$ cat src/rtl/zx_spi_pkg.sv
// Shared definitions for the SPI engine arbiter: FSM encoding, byte timing and the
// fill byte sent on read-only transfers.
package zx_spi_pkg;

  localparam int         SPI_TICKS = 16;
  localparam logic [7:0] SPI_FILL  = 8'hFF;

  typedef enum logic [1:0] {
    IDLE,
    START,
    SHIFT
  } spi_state_e;

endpackage

$ cat src/rtl/spi_arbiter_if.sv
// Requester and engine signals of the SPI arbiter. The slave modport is the arbiter;
// the master modport drives requests and the engine's q (parent / bench side).
interface spi_arbiter_if;

  logic        ce;
  logic [1:0]  req_tx;
  logic [1:0]  req_rx;
  logic [15:0] req_d;
  logic [1:0]  req_lock;
  logic [1:0]  req_busy;
  logic [1:0]  req_done;
  logic [15:0] req_q;
  logic [1:0]  cs_n;
  logic        spi_tx;
  logic        spi_rx;
  logic [7:0]  spi_d;
  logic [7:0]  spi_q;

  modport slave (
    input  ce, req_tx, req_rx, req_d, req_lock, spi_q,
    output req_busy, req_done, req_q, cs_n, spi_tx, spi_rx, spi_d
  );

  modport master (
    output ce, req_tx, req_rx, req_d, req_lock, spi_q,
    input  req_busy, req_done, req_q, cs_n, spi_tx, spi_rx, spi_d
  );

endinterface

$ cat src/rtl/rr_pick2.sv
// Two-way round-robin pick. A non-zero one-hot lock_owner restricts the pick to
// that requester; otherwise the requester named by rr is favoured.
module rr_pick2 (
  input  logic [1:0] pend,
  input  logic       rr,
  input  logic [1:0] lock_owner,
  output logic       grant,
  output logic       valid
);

  // NOTE: every output gets a default before the branches so no latch is inferred.
  always_comb begin
    grant = rr;
    valid = 1'b0;
    if (lock_owner != 2'b00) begin
      grant = lock_owner[1];
      valid = |(pend & lock_owner);
    end else if (pend[rr]) begin
      grant = rr;
      valid = 1'b1;
    end else if (pend[~rr]) begin
      grant = ~rr;
      valid = 1'b1;
    end
  end

endmodule

$ cat src/rtl/spi_arbiter.sv
// Shares one SPI byte engine between the divMMC port logic (0) and the loader (1):
// captures strobes, sequences engine starts, honours locks and routes pipelined reads.
module spi_arbiter
  import zx_spi_pkg::*;
#(
  parameter int TICKS = SPI_TICKS
) (
  input  logic          clock,
  input  logic          reset,
  spi_arbiter_if.slave  bus
);

  localparam int CW = $clog2(TICKS);

  spi_state_e       state_q, state_d;
  logic             owner_q, owner_d;
  logic             owned_q, owned_d;
  logic             rr_q, rr_d;
  logic             last_q, last_d;
  logic             route_q, route_d;
  logic [CW-1:0]    count_q, count_d;
  logic [1:0]       pend_q, pend_d;
  logic [1:0]       kind_q, kind_d;
  logic [1:0][7:0]  data_q, data_d;
  logic [1:0]       done_q, done_d;
  logic [1:0][7:0]  rdata_q, rdata_d;

  logic [1:0]       lock_mask;
  logic             pick_grant;
  logic             pick_valid;

  // Only the current owner's lock counts; a lock from anyone else waits for a grant.
  assign lock_mask = (owned_q && bus.req_lock[owner_q]) ? (2'b01 << owner_q) : 2'b00;

  rr_pick2 u_pick (
    .pend       (pend_q),
    .rr         (rr_q),
    .lock_owner (lock_mask),
    .grant      (pick_grant),
    .valid      (pick_valid)
  );

  // NOTE: combinational logic uses blocking '=', the state register below uses '<='.
  always_comb begin
    state_d = state_q;
    owner_d = owner_q;
    owned_d = owned_q;
    rr_d    = rr_q;
    last_d  = last_q;
    route_d = 1'b0;
    count_d = count_q;
    pend_d  = pend_q;
    kind_d  = kind_q;
    data_d  = data_q;
    done_d  = 2'b00;
    rdata_d = rdata_q;

    for (int i = 0; i < 2; i++) begin
      if (!pend_q[i] && (bus.req_tx[i] || bus.req_rx[i])) begin
        pend_d[i] = 1'b1;
        kind_d[i] = bus.req_tx[i];
        data_d[i] = bus.req_d[8*i +: 8];
      end
    end

    // The engine's q now holds the byte of the previous transfer, whoever issued it.
    if (route_q) begin
      rdata_d[last_q] = bus.spi_q;
      last_d          = owner_q;
    end

    case (state_q)
      IDLE: begin
        if (owned_q && !bus.req_lock[owner_q]) begin
          owned_d = 1'b0;
        end else if (pick_valid) begin
          owner_d = pick_grant;
          owned_d = 1'b1;
          rr_d    = ~pick_grant;
          state_d = START;
        end
      end
      START: begin
        if (bus.ce) begin
          state_d = SHIFT;
          count_d = '0;
          route_d = 1'b1;
        end
      end
      SHIFT: begin
        if (bus.ce) begin
          if (count_q == CW'(TICKS - 1)) begin
            done_d[owner_q] = 1'b1;
            pend_d[owner_q] = 1'b0;
            owned_d         = bus.req_lock[owner_q];
            state_d         = IDLE;
          end else begin
            count_d = count_q + 1'b1;
          end
        end
      end
      default: state_d = IDLE;
    endcase
  end

  // NOTE: the small data/result registers are reset too, so spi_d and req_q are defined from reset.
  always_ff @(posedge clock or posedge reset) begin
    if (reset) begin
      state_q <= IDLE;
      owner_q <= 1'b0;
      owned_q <= 1'b0;
      rr_q    <= 1'b0;
      last_q  <= 1'b0;
      route_q <= 1'b0;
      count_q <= '0;
      pend_q  <= 2'b00;
      kind_q  <= 2'b00;
      data_q  <= '0;
      done_q  <= 2'b00;
      rdata_q <= '0;
    end else begin
      state_q <= state_d;
      owner_q <= owner_d;
      owned_q <= owned_d;
      rr_q    <= rr_d;
      last_q  <= last_d;
      route_q <= route_d;
      count_q <= count_d;
      pend_q  <= pend_d;
      kind_q  <= kind_d;
      data_q  <= data_d;
      done_q  <= done_d;
      rdata_q <= rdata_d;
    end
  end

  // Start levels are held through START and vanish on the tick the engine takes them.
  assign bus.spi_tx   = (state_q == START) &&  kind_q[owner_q];
  assign bus.spi_rx   = (state_q == START) && !kind_q[owner_q];
  assign bus.spi_d    = (state_q != START) ? 8'h00
                      : (kind_q[owner_q] ? data_q[owner_q] : SPI_FILL);
  assign bus.cs_n     = owned_q ? ~(2'b01 << owner_q) : 2'b11;
  assign bus.req_busy = pend_q;
  assign bus.req_done = done_q;
  assign bus.req_q    = rdata_q;

endmodule
$ cat src/flat_wrapper.sv
// flat-port wrapper written by rule: the top's interface ports become plain ports
module spi_arbiter_flat import zx_spi_pkg::*;
#(
  parameter int TICKS = SPI_TICKS
)
  (clock, reset, bus_ce, bus_req_tx, bus_req_rx, bus_req_d, bus_req_lock, bus_spi_q, bus_req_busy, bus_req_done, bus_req_q, bus_cs_n, bus_spi_tx, bus_spi_rx, bus_spi_d);
  spi_arbiter_if bus_i ();
  input  logic clock;
  input  logic reset;
  input wire logic [$bits(bus_i.ce)-1:0] bus_ce;
  input wire logic [$bits(bus_i.req_tx)-1:0] bus_req_tx;
  input wire logic [$bits(bus_i.req_rx)-1:0] bus_req_rx;
  input wire logic [$bits(bus_i.req_d)-1:0] bus_req_d;
  input wire logic [$bits(bus_i.req_lock)-1:0] bus_req_lock;
  input wire logic [$bits(bus_i.spi_q)-1:0] bus_spi_q;
  output wire logic [$bits(bus_i.req_busy)-1:0] bus_req_busy;
  output wire logic [$bits(bus_i.req_done)-1:0] bus_req_done;
  output wire logic [$bits(bus_i.req_q)-1:0] bus_req_q;
  output wire logic [$bits(bus_i.cs_n)-1:0] bus_cs_n;
  output wire logic [$bits(bus_i.spi_tx)-1:0] bus_spi_tx;
  output wire logic [$bits(bus_i.spi_rx)-1:0] bus_spi_rx;
  output wire logic [$bits(bus_i.spi_d)-1:0] bus_spi_d;
  assign bus_i.ce = bus_ce;
  assign bus_i.req_tx = bus_req_tx;
  assign bus_i.req_rx = bus_req_rx;
  assign bus_i.req_d = bus_req_d;
  assign bus_i.req_lock = bus_req_lock;
  assign bus_i.spi_q = bus_spi_q;
  assign bus_req_busy = bus_i.req_busy;
  assign bus_req_done = bus_i.req_done;
  assign bus_req_q = bus_i.req_q;
  assign bus_cs_n = bus_i.cs_n;
  assign bus_spi_tx = bus_i.spi_tx;
  assign bus_spi_rx = bus_i.spi_rx;
  assign bus_spi_d = bus_i.spi_d;
  spi_arbiter #(.TICKS(TICKS)) u_core (.clock(clock), .reset(reset), .bus(bus_i));
endmodule
$ cat config.mk
export PLATFORM = sky130hd
export DESIGN_NAME = spi_arbiter_flat
export DESIGN_NICKNAME = d
export VERILOG_FILES = /design/src/rtl/zx_spi_pkg.sv /design/src/rtl/spi_arbiter_if.sv /design/src/rtl/rr_pick2.sv /design/src/rtl/spi_arbiter.sv /design/src/flat_wrapper.sv
export SDC_FILE = /design/constraint.sdc
export NUM_CORES = 1
export LEC_CHECK = 0
export BUFFER_PORTS_ARGS = -buffer_cell sky130_fd_sc_hd__buf_2
export CAP_MARGIN = 40
export CORE_MARGIN = 10
export CORE_UTILIZATION = 45
export CTS_CLUSTER_SIZE = 28
export DETAILED_ROUTE_END_ITERATION = 8
export GPL_TIMING_DRIVEN = 0
export MAX_ROUTING_LAYER = met4
export PLACE_DENSITY = 0.75
export RECOVER_POWER = 50
export SKIP_LAST_GASP = 1
export SYNTH_ARGS = -nofsm -noshare
export SYNTH_HDL_FRONTEND = slang
export SYNTH_SLANG_ARGS = --single-unit
$ cat constraint.sdc
create_clock -name clock -period 1.6 [get_ports clock]
set_input_delay 0.32 -clock clock [delete_from_list [all_inputs] [get_ports clock]]
set_output_delay 0.32 -clock clock [all_outputs]
set_load 0.01 [all_outputs]
==> flow_summary.yaml, run 1 <==
yosys:
  ys_types: 35
  ys_warn_count: 0
  cell_area_after_synthesis_mm2: 0.00220
  synth.top_cells.by_area: "dfrtp_1 56%, mux2_2 18%, o21ai_0 2.7%"
  synthDominantAreaCellType: "dfrtp_1"
  ys_ff_latch: 49
  post_synthesis_net_count: 224
  postSynthCellCount: 190
  postSynth.asyncResetShare_pct: 100
  yosys.area.top_type_share_pct: 55.7
  ys_seq_area_share_pct: 55.7
  synth_area_per_cell_um2: 11.6
  most_common_flop_cell_mapped_by_yosys: "dfrtp_1"
  synth_enable_flop_cells: 0
die:
  floorplan.die_area_mm2: 0.00809
  ios: 65
  placeableCoreArea_mm2: 0.00472
  floorplan.die.width_um: 89.9
  initial_utilization_pct: 46.6
  std_cell_rows: 25
  chipHeight_um: 89.9
cts:
  holdBufCountCts: 0
  cts.clk_slew.worst_paths_ps: 90
  worst_skew_pair_later_pin_latency_ps: 300
  cts-buffers-inserted: 5
  cts_tree: "built"
  clk_root_buffer_cell: "clkbuf_8"
  clock_tree.buffer_depth: 2
  clock-sinks: 49
  clock_tree.htree_level_count: 2
grt:
  antenna_found_initial: 0
  global_route.overflow_total: 0
  grtUsageTotal_pct: 13.5
  grt_pass1_wl_um: 8980
  grt_start_max_net_pins: 26
  first_global_vias: 1924
worst_setup_path:
  crit_path_cell_trace: "nand2b_2 -> o22ai_1 -> nor2_1 -> buf_2"
  worst_r2r_startpoint: "u_core.owner_q$_DFFE_PP0P_"
  critical-path-max-stage-delay_ps: 420
  cp_data_arrival_time_ps: 1380
  worst-setup-path-type: "reg -> out"
  worst_setup_path_start_kind: "flip-flop"
  cp_max_fo: 9
  worstReg2RegEnd: "u_core.owner_q$_DFFE_PP0P_"
  worstSetupStartpoint: "u_core.owner_q$_DFFE_PP0P_"
  reg2regPathDepth: 5
  critical_path.slowest_cell: "dfrtp_1"
  timing.critical_path.to: "bus_spi_d[7]"
  reg2reg_setup_slack_ps: 150
  setup.worst_path.end_class: "output pin"
  data_required_time_of_the_critical_path_ps: 1280
final_layout:
  syn_to_final_growth_pct: 29.2
  utilization_pct: 60.2
  antennaDiodeCount: 0
  finish.instance_area_mm2: 0.00284
  layout.cells.most_common_list: "57 x buf_2, 49 x dfrtp_1, 35 x mux2_2"
  most_common_cell_after_layout_fill_and_taps_aside: "buf_2"
  design.final.nets: 300
  layout.filler_cells: 415
  final_layout_size_suffix_gt1_share_pct: 46.1
drt:
  detailedRoute.firstIterationViolations: 90
  postRouteAntennaNets: 0
  drc: 0
  first_pass_iteration_count_of_the_detailed_router: 4
  drt-total-wl_um: 5350
  detail_route.wl_per_cell_um: 16.0
  route.detailed.vias_per_inst: 5.16
  route.vias.total: 1724
sta:
  setup-violations-final: 11
  timing.final.crit_period_ps: 1700
  grt_setup_unrepaired: "true"
  postLayoutSetupSlackWorst_ps: -105
  final_min_period_over_clock_period_pct: 107
  clock_skew_ps: 5.74
  final_number_of_max_transition_violations: 0
  hold_viol: 0
  fmax_ghz: 0.587
  slew_headroom_pct: 39.9
  transition_time_of_the_tightest_slew_check_pin_ps: 900
power_and_ir_drop:
  p_seq_share_pct: 38.9
  p_sw_share_pct: 34.9
  irDropWorstVdd_uv: 835
  report.power.total_mw: 4.65
  power.density_mw_per_mm2: 1630
  p_sw_mw: 1.62
  power_report.internal_total_mw: 3.03
  power.clock.fraction_pct: 17.3
  leakagePower_nw: 1.35
  comb_power_share_pct: 43.7
placed_design:
  worst_slack_placed_ps: -18.5
  post_dp_cell_area_mm2: 0.00263
  dp.final_hpwl_um: 3900
  port_buffers: 64
  gpl.final_weighted_congestion: 0.854
outcome:
  status: "complete, but fails checks"
  failed_checks: "setup timing"
worst_hold_path:
  hp-class: "in -> async"
job:
  max_cap_violations: 0
## power groups by stage
stage	logic, mW	registers, mW	clock network [mW]
final	2.03	1.81	0.805
after floorplan	0.991	1.89	0
after global routing	2.23	1.86	0.878
after detailed placement	1.73	1.81	0
after CTS	2.03	1.80	0.832
after global placement	1.69	1.79	0
## critical path: cells and delay by family (launching register included)
kind | cells | cell delay, ps
DFF | 1 | 420
and+or+nand+nor | 2 | 340
AOI/OAI and AO/OA | 1 | 180
buffers and inverters | 1 | 140
## layer usage
metal	global-route usage [%]	part of all wire (%)	routed length, um	vias up
li1	-	-	-	833
met1	16.8	45	2410	830
met2	21.2	49	2620	52
met3	3.91	4.7	252	9
met4	3.58	1.4	76	0
met5	-	0	0	-
## repair_timing
| item | CTS | global route |
|---|---|---|
| endpoints found under the hold margin | 0 | 0 |
| setup buffers | 4 | 0 |
| cloned | 2 | 0 |
| resized for setup | 19 | 7 |
| pin swaps | 4 | 5 |
| setup endpoints to repair | 12 | 13 |
## state kept, by name, summed over array words and instances, names as in the netlist
signal,count
u_core.state_q,2
u_core.rr_q,1
u_core.bus.req_done,2
u_core.count_q,4
u_core.owned_q,1
u_core.route_q,1
u_core.bus.req_q,16
u_core.bus.req_busy,2
u_core.data_q,16
u_core.last_q,1
u_core.kind_q,2
u_core.owner_q,1
## cell families (layout without fill, tap and decap cells)
group | Yosys count | in the layout | share of synthesized area, %
flip-flops | 49 | 49 | 55.7
AO/OA/AOI/OAI | 34 | 34 | 9.72
AND/OR/NAND/NOR | 52 | 52 | 11.6
adder cells (fa/ha/maj) | 2 | 2 | 1.08
buffers and inverters | 16 | 93 | 3.07
multiplexers | 37 | 37 | 18.8
## synthesized netlist by cell type, drive strengths merged (4+ instances only)
| cell type | number |
|---|---|
| mux2 | 35 |
| buf | 6 |
| inv | 6 |
| nand3 | 6 |
| nor3 | 7 |
| nor2 | 12 |
| nand2 | 13 |
| o21ai | 13 |
| clkbuf | 4 |
| a21oi | 7 |
| dfrtp | 49 |
| nand3b | 6 |
## layout make-up
class	instances	area, um^2	area share, %
tap	67	83.8	2.95
inverter	6	22.5	0.792
clock inverter	1	8.76	0.308
multi-input combinational	125	938	33.0
sequential	49	1230	43.1
clock buffer	7	96.3	3.39
timing repair buffer	71	398	14.0
buffer	8	70.1	2.46
## stage by stage
step / std cells / hold slack [ps] / setup TNS [ps]
floorplan: 190 / 432 / 0
global placement: 321 / 481 / -24500
detailed placement: 322 / 405 / -39.8
CTS: 334 / 65.9 / -828
global route: 334 / 234 / -1570
finish: 334 / 200 / -801
## worst min path at each step
stage	end	slack, ps	cells after the start
5_1_grt	u_core.data_q[12]$_DFFE_PP0P_	230	2
4_1_cts	u_core.bus.req_q[13]$_DFFE_PP0P_	70	2
2_1_floorplan	u_core.state_q[0]$_DFFE_PP0P_	430	1
3_5_place_dp	u_core.bus.req_q[13]$_DFFE_PP0P_	400	2
3_3_place_gp	u_core.data_q[12]$_DFFE_PP0P_	480	1
6_report	u_core.bus.req_q[5]$_DFFE_PP0P_	200	2
Power figures use the tool's default switching activity.
==> run 2: changes to the inputs <==
--- a/config.mk
+++ b/config.mk
@@ -5,6 +5,7 @@
 export SDC_FILE = /design/constraint.sdc
 export NUM_CORES = 1
 export LEC_CHECK = 0
+export ABC_AREA = 1
 export BUFFER_PORTS_ARGS = -buffer_cell sky130_fd_sc_hd__buf_2
 export CAP_MARGIN = 40
 export CORE_MARGIN = 10
==> flow_summary.yaml, run 2 <==
sta:
  transition_time_of_the_tightest_slew_check_pin_ps: 501
  postLayoutSetupSlackWorst_ps: -123
  timing.final.crit_period_ps: 1720
  setup_total_negative_slack_ps: -844
  hold_viol: 0
  final_number_of_max_transition_violations: 0
  clock_skew_ps: 6.10
  final_min_period_over_clock_period_pct: 108
  final.hold.worst_slack_ps: 217
  fmax_ghz: 0.580
  setup-violations-final: 8
  slew_headroom_pct: 66.6
  grt_setup_unrepaired: "true"
yosys:
  synth_enable_flop_cells: 0
  synth_area_per_cell_um2: 8.73
  post_synthesis_net_count: 280
  yosys.area.top_type_share_pct: 57.1
  ys_warn_count: 0
  ys_types: 22
  synth_most_common_cell: "nand2_1"
  synthDominantAreaCellType: "dfrtp_1"
  postSynth.asyncResetShare_pct: 100
  postSynthCellCount: 246
  synth.top_cells.by_area: "dfrtp_1 57%, nand2_1 13%, o21ai_0 8.9%"
  post_synth_most_frequent_cells: "74 x nand2_1, 49 x dfrtp_1, 38 x o21ai_0, 24 x nor2_1, 23 x inv_1"
  cell_area_after_synthesis_mm2: 0.00215
  ys_seq_area_share_pct: 57.1
  ys_ff_latch: 49
  most_common_flop_cell_mapped_by_yosys: "dfrtp_1"
die:
  floorplan.die_area_mm2: 0.00793
  std_cell_rows: 25
  chipHeight_um: 89.1
  floorplan.die.width_um: 89.1
  placeableCoreArea_mm2: 0.00466
  initial_utilization_pct: 46.1
  ios: 65
power_and_ir_drop:
  power.density_mw_per_mm2: 1510
  p_sw_mw: 1.55
  comb_power_share_pct: 37.4
  report.power.total_mw: 4.06
  p_seq_share_pct: 45.3
  p_sw_share_pct: 38.1
  leakagePower_nw: 1.49
  irDropWorstVdd_uv: 680
  power.clock.fraction_pct: 17.2
  power_report.internal_total_mw: 2.51
drt:
  detail_route.wl_per_cell_um: 13.8
  detailedRoute.firstIterationViolations: 66
  drt-total-wl_um: 5180
  postRouteAntennaNets: 0
  first_pass_iteration_count_of_the_detailed_router: 4
  route.vias.total: 1880
  route.detailed.vias_per_inst: 5.00
  drc: 0
worst_setup_path:
  worst-setup-path-type: "reg -> out"
  path_delay_family: "flip-flops"
  cp_data_arrival_time_ps: 1400
  cp.buffers_inverters: 3
  worstReg2RegEnd: "u_core.count_q[3]$_DFFE_PP0P_"
  worstSetupStartpoint: "u_core.state_q[1]$_DFFE_PP0P_"
  critical_path.slowest_cell: "dfrtp_1"
  reg2regPathDepth: 6
  worst_r2r_startpoint: "u_core.count_q[0]$_DFFE_PP0P_"
  critical_path.most_common_cell: "inv_2"
  crit_path_cell_trace: "inv_2 -> nand2_4 -> inv_2 -> o21ai_0 -> o21ai_2 -> buf_2"
  cp_max_fo: 8
  critical-path-max-stage-delay_ps: 390
  setup.worst_path.end_class: "output pin"
  data_required_time_of_the_critical_path_ps: 1280
  reg2reg_setup_slack_ps: 220
  worst_setup_path_start_kind: "flip-flop"
final_layout:
  final_layout_size_suffix_gt1_share_pct: 31.4
  design.final.nets: 355
  utilization_pct: 57.7
  most_common_cell_after_layout_fill_and_taps_aside: "nand2_1"
  layout.filler_cells: 404
  syn_to_final_growth_pct: 25.2
  layoutNonFillerInstCount: 376
  layout.cells.most_common_list: "74 x nand2_1, 60 x buf_2, 47 x dfrtp_1"
  antennaDiodeCount: 0
worst_hold_path:
  holdPathStages: 3
  endpoint_worst_hold: "u_core.data_q[8]$_DFFE_PP0P_"
  hp-class: "in -> reg"
  min-delay-start: "bus_req_d[8]"
cts:
  cts.clk_slew.worst_paths_ps: 90
  clock-sinks: 49
  cts-buffers-inserted: 5
  clock_tree.htree_level_count: 2
  worst_skew_pair_later_pin_latency_ps: 300
  clk_root_buffer_cell: "clkbuf_8"
  cts_tree: "built"
  clock_tree.buffer_depth: 2
grt:
  first_global_vias: 1886
  antenna_found_initial: 0
  grt_pass1_wl_um: 8170
  grtUsageTotal_pct: 13.4
  grt_start_max_net_pins: 39
  global_route.overflow_total: 0
job:
  max_cap_violations: 0
outcome:
  status: "complete, but fails checks"
  failed_checks: "setup timing"
placed_design:
  placedCellCount: 365
  gpl.final_weighted_congestion: 0.830
  port_buffers: 64
  dp.final_hpwl_um: 4070
run 2: cell types whose count changed in the layout (fill, tap and decap cells not counted), sizes merged, moves of 7 or more:
cell    previous run  this run
clkbuf            20        13
o21ai             13        41
inv                7        24
mux2              35         8
nor2              12        25
nand2             13        76
run 2: stage by stage:
step,worst slack [ps],instance area [um^2]
after floorplan,107,2150
after global placement,-486,2530
after detailed placement,-23.5,2550
after CTS,-76.0,2690
after global routing,-230,2690
final,-123,2690
run 2: cell families after synthesis:
family          after synthesis  share of synthesized area [%]
simple gates                115                           22.4
flops                        49                           57.1
compound gates               45                           10.7
buf+inv                      28                           5.01
mux                           8                           4.20
fa+ha+maj                     1                          0.583
run 2: worst max-delay path by stage:
stage	end	slack, ps	cells past startpoint
final	bus_spi_d[2]	-120	6
after floorplan	u_core.bus.req_busy[0]$_DFF_PP0_	110	1
after detailed placement	bus_spi_d[1]	-20	6
after global placement	u_core.data_q[5]$_DFFE_PP0P_	-490	2
after CTS	bus_spi_d[6]	-80	4
after global routing	bus_spi_d[2]	-230	6
run 2: repair_timing:
item,in CTS,in global routing
pin swaps,1,3
resized for setup,15,12
endpoints found under the hold margin,11,0
setup buffers,3,1
endpoints found under the setup margin,11,10
hold buffers,1,0
run 2: cell type report:
cell class,instances,area [um^2],share of cell area [%]
inverters,24,90.1,3.35
plain buffers,3,15.0,0.558
multi-input cells,169,841,31.3
flip-flops and latches,49,1230,45.7
repair buffers,69,363,13.5
well taps,54,67.6,2.51
clock inverters,1,7.51,0.279
clock buffers,7,76.3,2.84
run 2: layer usage:
metal	wire length (um)	global-route usage, %	vias to the layer above
li1	-	-	937
met1	2000	13.5	882
met2	2640	23.8	51
met3	431	4.56	10
met4	108	4.77	0
met5	0	-	-
run 2: worst reg2reg max path, delay by kind of cell (launching register included):
family / cells / cell delay, ps
AOI/OAI and AO/OA: 1 / 210
and+or+nand+nor: 4 / 440
DFF: 1 / 420
adders and majority gates: 1 / 240
run 2: power by group through the flow:
stage               clock network [mW]  registers, mW  logic [mW]
floorplan                            0           1.90       0.803
global placement                     0           1.83        1.38
detailed placement                   0           1.84        1.43
CTS                              0.728           1.84        1.50
global route                     0.771           1.89        1.72
finish                           0.700           1.84        1.52
